`src/rtl/token_run_packer.sv`:
```
// Measures runs of consecutive '1' tokens and queues each completed run length
// in a small FIFO, presented downstream over a valid/ready handshake.
module token_run_packer #(
  parameter int W     = 8,
  parameter int DEPTH = 4
) (
  input  logic         clk,
  input  logic         rst,
  input  logic         a,
  input  logic         up_overflow,
  output logic [W-1:0] len_data,
  output logic         len_valid,
  input  logic         len_ready,
  output logic         lost,
  output logic         halted
);

  localparam int AW = $clog2(DEPTH);
  localparam logic [W-1:0]  CNT_ONE = W'(1);
  localparam logic [AW-1:0] PTR_ONE = AW'(1);
  localparam logic [AW:0]   OCC_ONE = (AW + 1)'(1);

  logic [W-1:0]  cnt;
  logic [W-1:0]  mem [DEPTH];
  logic [AW-1:0] rd_ptr;
  logic [AW-1:0] wr_ptr;
  logic [AW:0]   count;

  logic stop;
  logic run_end;
  logic full;
  logic pop;
  logic push;
  logic drop;

  // Outputs come straight from state, so len_ready never reaches len_valid/len_data.
  assign len_valid = (count != '0);
  assign len_data  = mem[rd_ptr];

  always_comb begin
    // NOTE: every always_comb output is assigned a default first so no latch is inferred.
    stop    = 1'b0;
    run_end = 1'b0;
    full    = 1'b0;
    pop     = 1'b0;
    push    = 1'b0;
    drop    = 1'b0;

    // The overflow edge itself already suppresses capture, including a run ending now.
    stop    = halted | up_overflow;
    run_end = !a && (cnt != '0) && !stop;
    // DEPTH is a power of two, so the occupancy MSB alone marks "full".
    full    = count[AW];
    pop     = len_valid && len_ready;
    push    = run_end && (!full || pop);
    drop    = run_end && full && !pop;
  end

  always_ff @(posedge clk) begin
    // NOTE: state uses non-blocking assignments so every register samples pre-edge values.
    if (!rst) begin
      cnt    <= '0;
      rd_ptr <= '0;
      wr_ptr <= '0;
      count  <= '0;
      lost   <= 1'b0;
      halted <= 1'b0;
      // NOTE: storage is cleared on reset so len_data reads 0 afterwards; this rules out RAM macros.
      for (int i = 0; i < DEPTH; i++) mem[i] <= '0;
    end else begin
      if (stop)           cnt <= '0;
      else if (a)         cnt <= (cnt == '1) ? cnt : cnt + CNT_ONE;
      else                cnt <= '0;

      if (push) begin
        mem[wr_ptr] <= cnt;
        wr_ptr      <= wr_ptr + PTR_ONE;
      end
      if (pop) rd_ptr <= rd_ptr + PTR_ONE;

      case ({push, pop})
        2'b10:   count <= count + OCC_ONE;
        2'b01:   count <= count - OCC_ONE;
        default: count <= count;
      endcase

      lost   <= lost | drop;
      halted <= halted | up_overflow;
    end
  end

endmodule

```
`config.mk`:
```
export PLATFORM = sky130hd
export DESIGN_NAME = token_run_packer
export DESIGN_NICKNAME = d
export VERILOG_FILES = /design/src/rtl/token_run_packer.sv
export SDC_FILE = /design/constraint.sdc
export NUM_CORES = 1
export LEC_CHECK = 0
export ABC_AREA = 1
export BUFFER_PORTS_ARGS = -buffer_cell sky130_fd_sc_hd__buf_4
export CORE_ASPECT_RATIO = 0.75
export CORE_MARGIN = 2
export CORE_UTILIZATION = 45
export DETAILED_ROUTE_END_ITERATION = 16
export GPL_ROUTABILITY_DRIVEN = 1
export GPL_TIMING_DRIVEN = 0
export SLEW_MARGIN = 5
export SYNTH_ARGS = -nofsm -noshare
export SYNTH_HDL_FRONTEND = slang
export SYNTH_SLANG_ARGS = --single-unit
```
`constraint.sdc`:
```
create_clock -name clk -period 2.6 [get_ports clk]
set_input_delay 0.39 -clock clk [delete_from_list [all_inputs] [get_ports clk]]
set_output_delay 0.39 -clock clk [all_outputs]
set_load 0.005 [all_outputs]
```
==> qor.csv, run 1 <==
metric;value;unit
status;complete, no violations;
grt_pass1_wl;7.32;mm
power-per-cell-area;617;mW/mm2
yosys-top-cells-area;edfxtp_1 42%, dfxtp_1 17%, nor2_1 8.9%;
min_from;up_overflow;
clock_path_buffers;2;
crit_type;reg -> reg;
cts_tree;done;
cts.sink_count;51;
finalHoldViolCount;0;
grt_use_total;17.5;%
synth_fa_ha_area_share;2.54;%
crit_buf_inv;1;
h-tree-depth;2;
critical_path_depth;7;
synthXorXnorAreaFrac;0.386;%
cp_max_fo;8;
hold_path.class;in -> reg;
yosysSeqAreaShare;59.1;%
worstSkewPairLatency;310;ps
drtIter0Drc;145;
seqCellArea;0.00134;mm2
vdd_drop_max;0.000253;V
hold_depth;3;
dp.cells;325;
rsz0062_at_grt;no;
grt_pass1_vias;1446;
synth_area_leader_cell;edfxtp_1;
synth_nets;259;
yosys_register_bits;51;
nFillCells;452;
skew;15.1;ps
synth_top_cell_area_share;42.3;%
ctsHoldBuffers;0;
cp-end-kind;flip-flop;
synthDistinctLibCells;25;
drc;0;
power.total;1.57;mW
cts_made_buffers;5;
syn_inst;250;
hpwl;3.15;mm
syn_to_final_growth;11.9;%
drt_wl_total;4.29;mm
cts_resized;0;
detail-route-antenna-nets;0;
worstPathRequired;2530;ps
critPathArrivalTime;2270;ps
grt-ovfl-total;0;
reg2reg_to;mem[2][2];
clockRootBuffer;clkbuf_8;
syn_area;0.00227;mm2
antenna_cells;0;
drv_slew;0;
finalSetupViolCount;0;
dr.pass1.iters;4;
slew_headroom;25.6;%
ff2ff_path_depth;7;
port_buffers;15;
die_area;0.00563;mm2
hold_end;halted;
avgViaCountPerCell;4.87;
synthSimpleGateAreaFrac;19.6;%
synth_compound_area_share;11.2;%
core;0.00487;mm2
synth_top_family_by_area;simple AND/OR/NAND/NOR gates;
clk_pin_slew;90;ps
via_count;1623;
post_cts_buffers;0;
layout_setup_ws;258;ps
wire_per_inst;12.9;um
p_leak;1.04;nW
drive_gt1_share;9.89;%
grt_max_degree;16;
critPathMaxStageDelay;880;ps
timing.critical_path.cells;inv_1, ha_1, nand2_1, nor2_1, nand2_1, nand3_4, o21ai_0;
drv_cap;0;
critPathSlowestCell;o21ai_0;
setup_tns;0;ps
synthMuxAreaShare;0;%
dp_slack;216;ps
yosysWarnings;0;
regToRegStartpoint;cnt[0];
die_h;65.5;um
io_pins;16;
globalplace.congestion;0.772;
multi_input_area;767;um2
avgSynthCellArea;9.08;um2
design_area;0.00254;mm2
fin_nets;281;
rrSetupSlack;260;ps
rows;22;
grt_antenna_before_repair;0;
cp-start-kind;flip-flop;
fmax;427;MHz
cp_top_family;compound AO/OA/AOI/OAI gates;
fin_crit_sh;90.1;%
final_cells;333;
post-route-min-period;2340;ps
initial_core_util;46.6;%
cpMostUsedCell;nand2_1;
place_area;0.00246;mm2
worst_pin_slew;1100;ps
die_w;86.0;um
through the flow:
step | hold slack [ps] | utilization [%]
floorplan | 444 | -
global placement | 448 | 50.4
detailed placement | 449 | 50.4
CTS | 313 | 52.1
global route | 321 | 52.1
finish | 320 | 52.1
routing by layer:
layer	wire length, um	share of wire (%)	global-route usage (%)
met3	280	6.5	4.52
met2	1670	39	23.3
met5	0	0	0
met4	47	1.1	6.55
met1	2300	53	27.1
worst reg2reg max path, delay by kind of cell, from the launching register on:
kind / cells / cell delay (ps)
AND/OR/NAND/NOR: 4 / 330
AO/OA/AOI/OAI: 1 / 890
buffers and inverters: 1 / 110
adder cells (fa/ha/maj): 1 / 210
flip-flops: 1 / 440
cell usage in the layout, fill, tap and decap left out:
cell / count
nor2_1: 54
inv_1: 36
nand2_1: 34
edfxtp_1: 32
o21ai_0: 27
dfxtp_1: 19
buf_4: 15
a21oi_1: 10
o22ai_1: 8
nand3_1: 8
clkbuf_8: 5
clkbuf_1: 4
ha_1: 3
or2_2: 2
clkinv_1: 2
a31oi_1: 2
nor3_1: 1
nand3_4: 1
nor2_4: 1
buf_6: 1
nand3_2: 1
nand4_1: 1
xnor2_1: 1
and3_1: 1
and2_1: 1
o21a_1: 1
fa_1: 1
clkinv_2: 1
Yosys cell counts:
cell,count
clkbuf_1,3
nand3_2,1
o22ai_1,8
nor2_1,54
nand3_1,8
o21ai_0,27
dfxtp_1,19
nand3_4,1
xnor2_1,1
nand4_1,1
ha_1,3
fa_1,1
buf_6,1
or2_2,2
edfxtp_1,32
o21a_1,1
inv_1,36
nor3_1,1
a31oi_1,2
a21oi_1,10
clkinv_1,1
nor2_4,1
and2_1,1
and3_1,1
nand2_1,34
layout make-up:
| class | instances | share of cell area, % |
|---|---|---|
| Buffer | 4 | 0.887 |
| Inverter | 37 | 5.47 |
| Sequential cell | 51 | 52.8 |
| Clock buffer | 6 | 2.86 |
| Clock inverter | 2 | 0.345 |
| Timing Repair Buffer | 15 | 4.44 |
| Tap cell | 60 | 2.96 |
| Multi-Input combinational cell | 158 | 30.2 |
power breakdown:
group / internal [mW] / switching, mW / leakage (nW) / total, mW
logic: 0.0928 / 0.126 / 0.518 / 0.218
clock network: 0.186 / 0.251 / 0.0426 / 0.437
registers: 0.891 / 0.0202 / 0.484 / 0.912
worst max path at each step:
stage,startpoint,endpoint
4_1_cts,cnt[0],mem[2][0]
6_report,cnt[0],mem[2][2]
5_1_grt,cnt[0],mem[2][0]
2_1_floorplan,cnt[0],mem[2][0]
3_3_place_gp,cnt[0],mem[2][5]
3_5_place_dp,cnt[0],mem[2][6]
flip-flops by register name, indices dropped and copies added (netlist names), named ones only:
name    count
cnt         8
count       3
wr_ptr      2
mem        32
rd_ptr      2
lost        1
halted      1
cells by family after synthesis:
| logic type | Yosys count |
|---|---|
| simple gates | 105 |
| flops | 51 |
| buf+inv | 41 |
| xor+xnor | 1 |
| compound gates | 48 |
| fa+ha+maj | 4 |
Note: power is estimated with default switching activity, not from simulation.
==> run 2: changes to the inputs <==
- CORE_MARGIN: 2 -> not set
==> qor.csv, run 2 (same netlist as run 1, synthesis figures left out) <==
metric;value;unit
critPathArrivalTime;2230;ps
drtIter0Drc;161;
dp_slack;236;ps
layout_setup_ws;284;ps
cts.sink_count;51;
fmax;432;MHz
power-per-cell-area;649;mW/mm2
p_leak;1.05;nW
slew_headroom;27.4;%
finalSetupViolCount;0;
die_w;84.0;um
finalHoldViolCount;0;
worst_pin_slew;1080;ps
skew;14.4;ps
grt_pass1_vias;1480;
clock_path_buffers;2;
cts_made_buffers;5;
cp_max_fo;8;
drt_wl_total;4.22;mm
fin_nets;281;
rows;21;
nFillCells;423;
via_count;1622;
cts_resized;0;
largestRegisters;mem (32), cnt (8), count (3);
power.total;1.66;mW
wire_per_inst;12.8;um
globalplace.congestion;0.804;
clk_pin_slew;80;ps
worstSkewPairLatency;300;ps
cp-start-kind;flip-flop;
initial_core_util;48.8;%
drc;0;
grt_max_degree;16;
status;complete, no violations;
die_area;0.00533;mm2
hold_slack;326;ps
drv_slew;0;
grt_pass1_wl;7.32;mm
avgViaCountPerCell;4.92;
vdd_drop_max;0.000334;V
post_cts_buffers;0;
top_register;mem;
cts_tree;done;
drv_cap;0;
mostFrequentLayoutCells;54 x nor2_1, 36 x inv_1, 34 x nand2_1;
largest_register_ffs;32;
port_buffers;15;
core;0.00465;mm2
post-route-min-period;2320;ps
clockRootBuffer;clkbuf_8;
detail-route-antenna-nets;0;
h-tree-depth;2;
grt-ovfl-total;0;
setup_tns;0;ps
grt_use_total;18.0;%
io_pins;16;
die_h;63.5;um
final_common_cell;nor2_1;
hold_path.class;in -> reg;
syn_to_final_growth;12.8;%
antenna_cells;0;
hpwl;3.15;mm
grt_antenna_before_repair;0;
cp-end-kind;flip-flop;
drive_gt1_share;9.89;%
ctsHoldBuffers;0;
rsz0062_at_grt;no;
dr.pass1.iters;4;
fin_crit_sh;89.1;%
postLayoutCoreUtil;55.0;%
worstPathRequired;2520;ps
crit_type;reg -> reg;
run 2: cell types whose count changed in the layout (fill, tap and decap cells not counted), sizes merged:
cell / change
clkinv: -2
bufinv: +1
clkbuf: +1
run 2: power breakdown:
group | switching (mW) | internal [mW] | total [mW]
Clock | 0.243 | 0.288 | 0.532
Combinational | 0.124 | 0.0928 | 0.217
Sequential | 0.0207 | 0.891 | 0.912
Total | 0.388 | 1.27 | 1.66
run 2: layout make-up:
class	count	area [um2]	share of cell area, %
Sequential cell	51	1340	52.4
Multi-Input combinational cell	158	767	30.0
Inverter	37	139	5.43
Timing Repair Buffer	15	113	4.40
Clock buffer	7	76.3	2.98
Tap cell	57	71.3	2.79
Clock inverter	1	30.0	1.17
Buffer	4	22.5	0.880
run 2: final timing paths:
path / startpoint / end / slack [ps] / cells past startpoint
setup reg to reg: cnt[0] / mem[2][2] / 280 / 7
hold / removal: up_overflow / halted / 330 / 3
hold reg to reg: lost / lost / 460 / 2
setup / recovery: cnt[0] / mem[2][2] / 280 / 7
run 2: worst max-delay path, stage by stage, from the launching register on:
cell	delay, ps
dfxtp_1	430
inv_1	110
ha_1	210
nand2_1	60
nor2_1	40
nand2_1	110
nand3_4	120
o21ai_0	870
run 2: through the flow:
stage	std cells	instance area (um2)
after floorplan	250	2270
after global placement	322	2450
after detailed placement	322	2450
after CTS	330	2560
after global routing	330	2560
final	330	2560
run 2: layer usage:
metal / vias up / global-route usage, % / wire (um) / share of wire (%)
met1: 721 / 28.7 / 2430 / 58
met3: 4 / 3.67 / 191 / 4.5
li1: 869 / - / - / -
met4: 0 / 5.82 / 36 / 0.85
met2: 28 / 24.0 / 1560 / 37
met5: - / 0 / 0 / 0
==> run 3: changes to the inputs <==
- CELL_PAD_IN_SITES_DETAIL_PLACEMENT: not set -> 0
- CELL_PAD_IN_SITES_GLOBAL_PLACEMENT: not set -> 2
- CORE_UTILIZATION: 45 -> 37
- PLACE_DENSITY_LB_ADDON: not set -> 0.1
==> qor.csv, run 3 (same netlist as run 1, synthesis figures left out) <==
metric;value;unit
clockRootBuffer;clkbuf_8;
cp-end-kind;flip-flop;
port_buffers;15;
h-tree-depth;2;
cp_max_fo;6;
drive_gt1_share;10.3;%
top_register;mem;
fin_crit_sh;86.5;%
worstSkewPairLatency;290;ps
globalplace.congestion;0.712;
grt_pass1_vias;1486;
skew;2.76;ps
hpwl;3.29;mm
core;0.00586;mm2
antenna_cells;0;
grt_max_degree;17;
final_common_cell;nor2_1;
status;complete, no violations;
slew_headroom;43.6;%
cts_tree;done;
mostFrequentLayoutCells;54 x nor2_1, 36 x inv_1, 34 x nand2_1;
drt_wl_total;4.67;mm
drtIter0Drc;131;
die_w;92.4;um
die_h;69.8;um
largestRegisters;mem (32), cnt (8), count (3);
cts_made_buffers;5;
drc;0;
fmax;445;MHz
post-route-min-period;2250;ps
via_count;1587;
detail-route-antenna-nets;0;
hold_path.class;in -> reg;
cts.sink_count;51;
power-per-cell-area;616;mW/mm2
avgViaCountPerCell;4.52;
grt_pass1_wl;7.75;mm
drv_cap;0;
fin_nets;281;
finalSetupViolCount;0;
io_pins;16;
worst_pin_slew;841;ps
grt-ovfl-total;0;
p_leak;1.04;nW
clk_pin_slew;90;ps
die_area;0.00645;mm2
clock_path_buffers;2;
critPathArrivalTime;2430;ps
syn_to_final_growth;13.2;%
setup_tns;0;ps
wire_per_inst;13.3;um
initial_core_util;38.8;%
rows;24;
grt_use_total;16.2;%
post_cts_buffers;0;
dr.pass1.iters;4;
drv_slew;0;
worstPathRequired;2780;ps
vdd_drop_max;0.000172;V
largest_register_ffs;32;
rsz0062_at_grt;no;
finalHoldViolCount;0;
cp-start-kind;flip-flop;
power.total;1.58;mW
grt_antenna_before_repair;0;
crit_type;reg -> reg;
## run 3: layer usage
layer  part of all wire [%]  global-route usage (%)
met5                      0                       0
met1                     56                    24.9
met2                     40                    22.5
met4                   0.62                    5.21
met3                    2.7                    3.40
## run 3: metrics by stage
stage | util (%) | std cells | hold WS (ps) | cell area, um2 | worst slack, ps
floorplan | - | 250 | 444 | 2270 | 626
detailed placement | 42.4 | 343 | 448 | 2480 | 19.3
CTS | 43.9 | 351 | 307 | 2570 | 322
global placement | 42.4 | 343 | 451 | 2480 | 40.3
global route | 43.9 | 351 | 341 | 2570 | 15.7
finish | 43.9 | 351 | 323 | 2570 | 352
## run 3: repair_timing
action,CTS,global route
resized for setup,1,0
hold buffers,0,0
endpoints found under the hold margin,0,0
endpoints found under the setup margin,6,0
## run 3: final cells by class
cell class | instances | area (um2)
well taps | 78 | 97.6
plain buffers | 4 | 22.5
clock buffers | 5 | 68.8
fillers | 602 | 3290
clock inverters | 3 | 20.0
inverters | 37 | 139
flip-flops and latches | 51 | 1340
repair buffers | 15 | 113
multi-input cells | 158 | 767
## run 3: report_power, final
group,internal (mW),switching (mW)
combinational,0.0925,0.130
sequential,0.891,0.0228
clock,0.188,0.258
## run 3: worst paths after layout
| path | start | to | slack, ps | cells past startpoint |
|---|---|---|---|---|
| hold / removal | up_overflow | halted | 320 | 3 |
| setup reg to reg | cnt[0] | count[2] | 350 | 13 |
| hold reg to reg | lost | lost | 470 | 2 |
| setup / recovery | cnt[0] | count[2] | 350 | 13 |
## run 3: critical path, cell delays in order (launching register included)
cell and delay, ps:
dfxtp_1 370, inv_1 120, ha_1 160, nand2_1 50, nor2_1 90, nand2_1 110, nand3_4 120, ha_1 160
inv_1 60, fa_1 370, a21oi_1 130, o21ai_0 140, o21ai_0 180, a21oi_1 60
